## src/rtl/divrem_iter_unit_pkg.sv

```systemverilog
// Shared parameters for the iterative divide/remainder unit: widths, funct3
// codes, FSM state encoding, latched-operand payload and special-case helpers.
package divrem_iter_unit_pkg;

  localparam int unsigned XLEN  = 32;
  localparam int unsigned ITERS = 32;
  localparam int unsigned CNT_W = 6;
  localparam int unsigned F3_W  = 3;
  localparam int unsigned ST_W  = 3;

  localparam logic [F3_W-1:0] F3_DIV  = 3'b100;
  localparam logic [F3_W-1:0] F3_DIVU = 3'b101;
  localparam logic [F3_W-1:0] F3_REM  = 3'b110;
  localparam logic [F3_W-1:0] F3_REMU = 3'b111;

  localparam logic [ST_W-1:0] ST_IDLE = 3'd0;
  localparam logic [ST_W-1:0] ST_PREP = 3'd1;
  localparam logic [ST_W-1:0] ST_ITER = 3'd2;
  localparam logic [ST_W-1:0] ST_FIX  = 3'd3;
  localparam logic [ST_W-1:0] ST_DONE = 3'd4;

  localparam logic [XLEN-1:0] INT_MIN = {1'b1, {(XLEN-1){1'b0}}};
  localparam logic [XLEN-1:0] ALL_ONES = '1;

  // Operands captured at acceptance; everything downstream uses these copies.
  typedef struct packed {
    logic [F3_W-1:0] funct3;
    logic [XLEN-1:0] a;
    logic [XLEN-1:0] b;
  } divrem_op_t;

  function automatic logic opIsSigned(input logic [F3_W-1:0] f3);
    return (f3 != F3_DIVU) && (f3 != F3_REMU);
  endfunction

  function automatic logic opIsRem(input logic [F3_W-1:0] f3);
    return (f3 == F3_REM) || (f3 == F3_REMU);
  endfunction

  // Divide-by-zero or signed INT_MIN / -1.
  function automatic logic isSpecialCase(input logic [F3_W-1:0] f3,
                                         input logic [XLEN-1:0] a,
                                         input logic [XLEN-1:0] b);
    return (b == '0) || (opIsSigned(f3) && (a == INT_MIN) && (b == ALL_ONES));
  endfunction

  // Architectural result for the special cases above.
  function automatic logic [XLEN-1:0] specialResult(input logic [F3_W-1:0] f3,
                                                    input logic [XLEN-1:0] a,
                                                    input logic [XLEN-1:0] b);
    if (b == '0) begin
      return opIsRem(f3) ? a : ALL_ONES;
    end
    return opIsRem(f3) ? '0 : INT_MIN;
  endfunction

endpackage

```

## src/rtl/divrem_step.sv

```systemverilog
// One radix-2 restoring division step: shift in the next dividend bit,
// trial-subtract the divisor and record the quotient bit.
module divrem_step
  import divrem_iter_unit_pkg::*;
(
  input  logic [XLEN-1:0] remIn,
  input  logic [XLEN-1:0] quoIn,
  input  logic [XLEN-1:0] divisor,
  output logic [XLEN-1:0] remOut,
  output logic [XLEN-1:0] quoOut
);

  logic [XLEN:0] trial;
  logic          take;

  // Partial remainder can reach 33 bits after the shift, so compare at XLEN+1.
  always_comb begin
    trial  = {remIn, quoIn[XLEN-1]};
    take   = trial >= {1'b0, divisor};
    remOut = take ? XLEN'(trial - {1'b0, divisor}) : trial[XLEN-1:0];
    quoOut = {quoIn[XLEN-2:0], take};
  end

endmodule

```

## src/rtl/divrem_iter_unit.sv

```systemverilog
// Multi-cycle DIV/DIVU/REM/REMU unit for the EX stage. Stalls the pipeline via
// oBusy and pulses oReady with the result.
// Optional feature: define DIVREM_EARLY_OUT_EN to finish divide-by-zero and
// signed overflow in one cycle instead of the full 35-cycle latency.
module divrem_iter_unit
  import divrem_iter_unit_pkg::*;
(
  input  logic            iCLK,
  input  logic            iRST,
  input  logic            iStart,
  input  logic            iFlush,
  input  logic [F3_W-1:0] iFunct3,
  input  logic [XLEN-1:0] iA,
  input  logic [XLEN-1:0] iB,
  output logic            oBusy,
  output logic            oReady,
  output logic [XLEN-1:0] oResult
);

  logic [ST_W-1:0]  state, stateNext;
  divrem_op_t       op, opNext;
  logic [XLEN-1:0]  rem, remNext;
  logic [XLEN-1:0]  quo, quoNext;
  logic [XLEN-1:0]  dvsr, dvsrNext;
  logic [XLEN-1:0]  result, resultNext;
  logic [CNT_W-1:0] cnt, cntNext;
  logic             negQ, negQNext;
  logic             negR, negRNext;
  logic             ready, readyNext;

  logic             opSigned;
  logic             opRem;
  logic [XLEN-1:0]  absA;
  logic [XLEN-1:0]  absB;
  logic [XLEN-1:0]  stepRem;
  logic [XLEN-1:0]  stepQuo;

  divrem_step uStep (
    .remIn   (rem),
    .quoIn   (quo),
    .divisor (dvsr),
    .remOut  (stepRem),
    .quoOut  (stepQuo)
  );

  // Magnitudes of the latched operands for the unsigned iteration core.
  always_comb begin
    opSigned = opIsSigned(op.funct3);
    opRem    = opIsRem(op.funct3);
    absA     = (opSigned && op.a[XLEN-1]) ? -op.a : op.a;
    absB     = (opSigned && op.b[XLEN-1]) ? -op.b : op.b;
  end

  // State register.
  always_ff @(posedge iCLK or posedge iRST) begin
    if (iRST) begin
      state <= ST_IDLE;
    end else begin
      state <= stateNext;
    end
  end

  // Next-state and datapath-next logic; flush overrides every state.
  always_comb begin
    stateNext  = state;
    opNext     = op;
    remNext    = rem;
    quoNext    = quo;
    dvsrNext   = dvsr;
    resultNext = result;
    cntNext    = cnt;
    negQNext   = negQ;
    negRNext   = negR;
    readyNext  = 1'b0;

    if (iFlush) begin
      stateNext = ST_IDLE;
      cntNext   = '0;
    end else begin
      case (state)
        ST_IDLE: begin
          if (iStart) begin
            opNext = '{funct3: iFunct3, a: iA, b: iB};
`ifdef DIVREM_EARLY_OUT_EN
            if (isSpecialCase(iFunct3, iA, iB)) begin
              stateNext  = ST_DONE;
              resultNext = specialResult(iFunct3, iA, iB);
              readyNext  = 1'b1;
            end else begin
              stateNext = ST_PREP;
            end
`else
            stateNext = ST_PREP;
`endif
          end
        end

        ST_PREP: begin
          quoNext   = absA;
          dvsrNext  = absB;
          remNext   = '0;
          negQNext  = opSigned && (op.a[XLEN-1] ^ op.b[XLEN-1]);
          negRNext  = opSigned && op.a[XLEN-1];
          cntNext   = '0;
          stateNext = ST_ITER;
        end

        ST_ITER: begin
          remNext = stepRem;
          quoNext = stepQuo;
          if (cnt == CNT_W'(ITERS - 1)) begin
            cntNext   = '0;
            stateNext = ST_FIX;
          end else begin
            cntNext = cnt + CNT_W'(1);
          end
        end

        ST_FIX: begin
          if (isSpecialCase(op.funct3, op.a, op.b)) begin
            resultNext = specialResult(op.funct3, op.a, op.b);
          end else if (opRem) begin
            resultNext = negR ? -rem : rem;
          end else begin
            resultNext = negQ ? -quo : quo;
          end
          readyNext = 1'b1;
          stateNext = ST_DONE;
        end

        ST_DONE: begin
          stateNext = ST_IDLE;
        end

        default: begin
          stateNext = ST_IDLE;
        end
      endcase
    end
  end

  // Datapath and output registers.
  always_ff @(posedge iCLK or posedge iRST) begin
    if (iRST) begin
      op     <= '0;
      rem    <= '0;
      quo    <= '0;
      dvsr   <= '0;
      result <= '0;
      cnt    <= '0;
      negQ   <= 1'b0;
      negR   <= 1'b0;
      ready  <= 1'b0;
    end else begin
      op     <= opNext;
      rem    <= remNext;
      quo    <= quoNext;
      dvsr   <= dvsrNext;
      result <= resultNext;
      cnt    <= cntNext;
      negQ   <= negQNext;
      negR   <= negRNext;
      ready  <= readyNext;
    end
  end

  // Busy also covers the acceptance cycle so the hazard unit stalls immediately.
  assign oBusy = !iRST && ((state == ST_PREP) || (state == ST_ITER) || (state == ST_FIX) ||
                           ((state == ST_IDLE) && iStart && !iFlush));
  assign oReady  = ready;
  assign oResult = result;

endmodule

```

## config.mk

```make
export PLATFORM = sky130hd
export DESIGN_NAME = divrem_iter_unit
export DESIGN_NICKNAME = d
export VERILOG_FILES = /design/src/rtl/divrem_iter_unit_pkg.sv /design/src/rtl/divrem_step.sv /design/src/rtl/divrem_iter_unit.sv
export SDC_FILE = /design/constraint.sdc
export NUM_CORES = 1
export LEC_CHECK = 0
export ABC_AREA = 1
export CORE_MARGIN = 4
export CORE_UTILIZATION = 40
export DETAILED_ROUTE_END_ITERATION = 10
export MAX_ROUTING_LAYER = met4
export PLACE_DENSITY = 0.54
export REMOVE_ABC_BUFFERS = 1
export SYNTH_ARGS = -nofsm -noshare
export SYNTH_HDL_FRONTEND = slang
export SYNTH_SLANG_ARGS = --single-unit
```

## constraint.sdc

```tcl
create_clock -name iCLK -period 10.2 [get_ports iCLK]
set_clock_uncertainty 0.2 [all_clocks]
set_input_delay 2.55 -clock iCLK [delete_from_list [all_inputs] [get_ports iCLK]]
set_output_delay 2.55 -clock iCLK [all_outputs]
set_load 0.02 [all_outputs]
```

==> out/results.tsv <==
stage	metric	value	unit
global_routing	wire_length_of_the_first_global_routing_pass	84.9	mm
routing	wirelength	54.7	mm
power_and_ir_drop	netSwitchingFraction	53.6	%
placement	place_ws	2.77	ns
power_and_ir_drop	peakVddDrop	0.139	mV
critical_path	timing.critical_path.slowest_stage_cell	sky130_fd_sc_hd__clkdlybuf4s50_1	
logic_synthesis	synth.lib_cells_used.distinct	54	
logic_synthesis	yosys_synthesis_warning_count	0	
power_and_ir_drop	p_total	6.44	mW
critical_path	crit_buf_inv	4	
placement	gp_congestion	0.956	
routing	via_count	15800	
cells_and_area	layout-drive-gt1-share	5.70	%
clock_tree	post_cts_resize_count	0	
logic_synthesis	synth_largest_area_cell	sky130_fd_sc_hd__dfrtp_1	
die	floorplan.core_area	38600	sq um
logic_synthesis	synth.top_cells.by_area	sky130_fd_sc_hd__dfrtp_1 (33%), sky130_fd_sc_hd__nand2_1 (15%), sky130_fd_sc_hd__nand3_1 (8.2%)	
cells_and_area	fillCellCount	4156	
die	start_util	40.4	%
die	die-width	205	um
sta	slew-limit-headroom	22.0	%
global_routing	grt_start_max_net_pins	74	
cells_and_area	num_antenna_cells	0	
critical_path	critPathArrivalTime	4.66	ns
placement	placement.cell_area	17000	sq um
die	die_height	205	um
critical_path	crit_required	7.45	ns
clock_tree	clock_insertion_delay_worst_skew	0.57	ns
power_and_ir_drop	clock_power_share	14.7	%
global_routing	grt_util_all_layers	26.2	%
clock_tree	postCtsSetupRepairBufs	0	
routing	detail_route.vias_per_cell	5.25	
power_and_ir_drop	power_density	361	nW/um^2
placement	numPortBuffers	104	
logic_synthesis	synth.cells.most_frequent	sky130_fd_sc_hd__nand2_1 (610), sky130_fd_sc_hd__nor2_1 (332), sky130_fd_sc_hd__inv_1 (307)	
die	rows	72	
min_path	holdCritPathClass	flop to flop	
clock_tree	cts.path.max_buffers	3	
power_and_ir_drop	cellInternalPower	2.99	mW
critical_path	worstSetupEndpointType	primary output	
clock_tree	clock_slew_at_reported_path_ffs	0.06	ns
logic_synthesis	yosys.cell_count.top_type	sky130_fd_sc_hd__nand2_1	
routing	detail_route.drc_violations	0	
global_routing	grt_antenna_before_repair	0	
power_and_ir_drop	power_frac_comb	62.1	%
routing	drt_first_iter_violations	1360	
sta	timing_worst_slew_pin_value	1.17	ns
clock_tree	post_cts_hold_buffer_count	0	
logic_synthesis	syn-mean-instance-area	6.47	sq um
critical_path	cp_slowest_stage_delay	0.68	ns
routing	dr.pass1.iters	6	
logic_synthesis	synth_top_flop_cell	sky130_fd_sc_hd__dfrtp_1	
clock_tree	root_buffer	sky130_fd_sc_hd__clkbuf_16	
logic_synthesis	netlist_instances	2413	
cells_and_area	area_growth_syn_to_layout	14.4	%
die	io-pin-count	105	
sta	rsz0062_at_grt	no	
global_routing	grt_remaining_overflow	0	
die	floorplan.die_area	42200	sq um
critical_path	worstPathMaxFanout	53	
sta	timing.final.crit_share	72.7	%
logic_synthesis	synth_top_area_share	33.2	%
routing	wire_per_inst	18.2	um
sta	timing.final.ws_setup	2.79	ns
logic_synthesis	mappedNetlistArea	15600	sq um
power_and_ir_drop	power.switching	3.45	mW
logic_synthesis	yosys_register_bits	207	
cells_and_area	fin_area	17900	sq um
clock_tree	cts_sinks	207	
critical_path	critical_path_launch_point_type	input pin	
sta	final-setup-viol-count	0	
logic_synthesis	synth.yosys.seq_area_share	33.2	%
power_and_ir_drop	p_leak	9.05	nW
logic_synthesis	synth_async_reset_ratio	100	%
sta	final-max-slew-violation-count	0	
power_and_ir_drop	seq_power_share	23.2	%
outcome	status	completed	
clock_tree	tritoncts.num_buffers	27	
critical_path	worst_path_most_repeated_cell	sky130_fd_sc_hd__clkdlybuf4s50_1	
sta	report.final.hold_viol_count	0	
cells_and_area	finish.net_count	2580	
clock_tree	cts_tree	built	
placement	hpwlAfterDp	41.7	mm
critical_path	worstPathCellList	clkdlybuf4s50_1, inv_1, nand4_1, buf_4, a31oi_1, clkdlybuf4s50_1	
critical_path	critical-path-top-delay-family	buffers and inverters	
critical_path	worst-setup-path-type	input pin to primary output	
sta	highest_clock_rate	135	MHz
sta	timing.final.crit_period	7.41	ns
routing	detail-route-antenna-nets	0	
logic_synthesis	synth_edf_count	0	
job	timing.max_cap.violations	0	
sta	finalSetupTns	0	ns
global_routing	grt_pass1_vias	14600	
clock_tree	h-tree-depth	1	
## path summary, 6_finish.rpt
check / cells after the start / to / from / slack [ns]
max: 6 / oBusy / iFlush / 2.79
min: 2 / dvsr[28] / dvsr[28] / 0.29
max reg2reg: 13 / rem[20] / dvsr[23] / 6.72
min reg2reg: 2 / dvsr[28] / dvsr[28] / 0.29
max in group asynchronous: 3 / quo[10] / iRST / 6.14
min in group asynchronous: 2 / state[0] / iRST / 2.26
## per-layer routing
layer  wire length, um  global-route usage (%)  share of wire (%)  vias up
met4              1430                    6.22                2.6        0
li1                  -                       -                  -     7886
met5                 0                       -                  0        -
met1             26600                    38.2                 49     7438
met2             23800                    38.9                 44      388
met3              2850                    3.37                5.2       75
## logic make-up after synthesis
kind of cell,Yosys count,share of synthesized area [%]
and+or+nand+nor,1308,36.2
buffers and inverters,411,10.6
xor gates and xnor gates,43,2.41
muxes,10,0.722
adders and majority gates,39,3.18
DFF,207,33.2
AOI/OAI and AO/OA,395,13.7
## power groups by stage
stage / Combinational (mW) / Clock, mW / Sequential, mW
3_3_place_gp: 3.95 / 0 / 1.50
6_report: 4.00 / 0.947 / 1.50
5_1_grt: 4.49 / 1.00 / 1.54
2_1_floorplan: 2.70 / 0 / 1.47
4_1_cts: 3.99 / 0.971 / 1.49
3_5_place_dp: 3.97 / 0 / 1.51
## layout by cell type, fill, tap and decap left out, types with 5 or more instances in the layout
| cell | netlist | layout |
|---|---|---|
| sky130_fd_sc_hd__nand2_1 | 610 | 609 |
| sky130_fd_sc_hd__nor2_1 | 332 | 332 |
| sky130_fd_sc_hd__inv_1 | 307 | 306 |
| sky130_fd_sc_hd__nand3_1 | 255 | 255 |
| sky130_fd_sc_hd__dfrtp_1 | 207 | 207 |
| sky130_fd_sc_hd__a21oi_1 | 164 | 164 |
| sky130_fd_sc_hd__clkdlybuf4s50_1 | 0 | 104 |
| sky130_fd_sc_hd__o21ai_0 | 94 | 94 |
| sky130_fd_sc_hd__o21ai_1 | 80 | 80 |
| sky130_fd_sc_hd__ha_1 | 38 | 38 |
| sky130_fd_sc_hd__nand4_1 | 30 | 30 |
| sky130_fd_sc_hd__xor2_1 | 29 | 29 |
| sky130_fd_sc_hd__clkbuf_16 | 0 | 27 |
| sky130_fd_sc_hd__nor3_1 | 19 | 18 |
| sky130_fd_sc_hd__nor2_2 | 16 | 15 |
| sky130_fd_sc_hd__xnor2_1 | 14 | 14 |
| sky130_fd_sc_hd__buf_4 | 3 | 13 |
| sky130_fd_sc_hd__inv_2 | 12 | 12 |
| sky130_fd_sc_hd__a21oi_2 | 11 | 11 |
| sky130_fd_sc_hd__nor2_4 | 9 | 10 |
| sky130_fd_sc_hd__mux2_2 | 10 | 10 |
| sky130_fd_sc_hd__nand3b_1 | 9 | 9 |
| sky130_fd_sc_hd__clkbuf_8 | 0 | 9 |
| sky130_fd_sc_hd__o21ai_2 | 7 | 7 |
| sky130_fd_sc_hd__o211ai_1 | 7 | 7 |
| sky130_fd_sc_hd__clkbuf_1 | 48 | 6 |
| sky130_fd_sc_hd__clkinv_2 | 0 | 6 |
| sky130_fd_sc_hd__nand3_2 | 5 | 5 |
| sky130_fd_sc_hd__o22ai_1 | 5 | 5 |
| sky130_fd_sc_hd__o31ai_1 | 5 | 5 |
## sequential cells by signal (all words and copies together), names as in the netlist
signal   count
quo         32
oReady       1
rem         32
cnt          6
dvsr        32
state        3
negQ         1
negR         1
oResult     32
op          67
## worst min-delay path, cell delays in order (launching register included)
cell and delay (ns):
sky130_fd_sc_hd__dfrtp_1 0.35, sky130_fd_sc_hd__nand2_1 0.06, sky130_fd_sc_hd__nand2_1 0.05
## area by class of cell
class | instances | area, sq um | area share, %
repair buffers | 117 | 1140 | 6.38
multi-input cells | 1795 | 8790 | 49.2
well taps | 518 | 648 | 3.63
flip-flops and latches | 207 | 5180 | 29.0
clock inverters | 8 | 57.6 | 0.322
inverters | 322 | 1220 | 6.83
clock buffers | 42 | 822 | 4.60
## through the flow
step	instances	utilization [%]	hold WS (ns)
after floorplan	2324	-	0.249
after global placement	2959	43.9	0.264
after detailed placement	2959	43.9	0.272
after CTS	3009	46.2	0.287
after global routing	3009	46.2	0.311
final	3009	46.2	0.287
No activity file was read; power rests on OpenSTA's default activity.
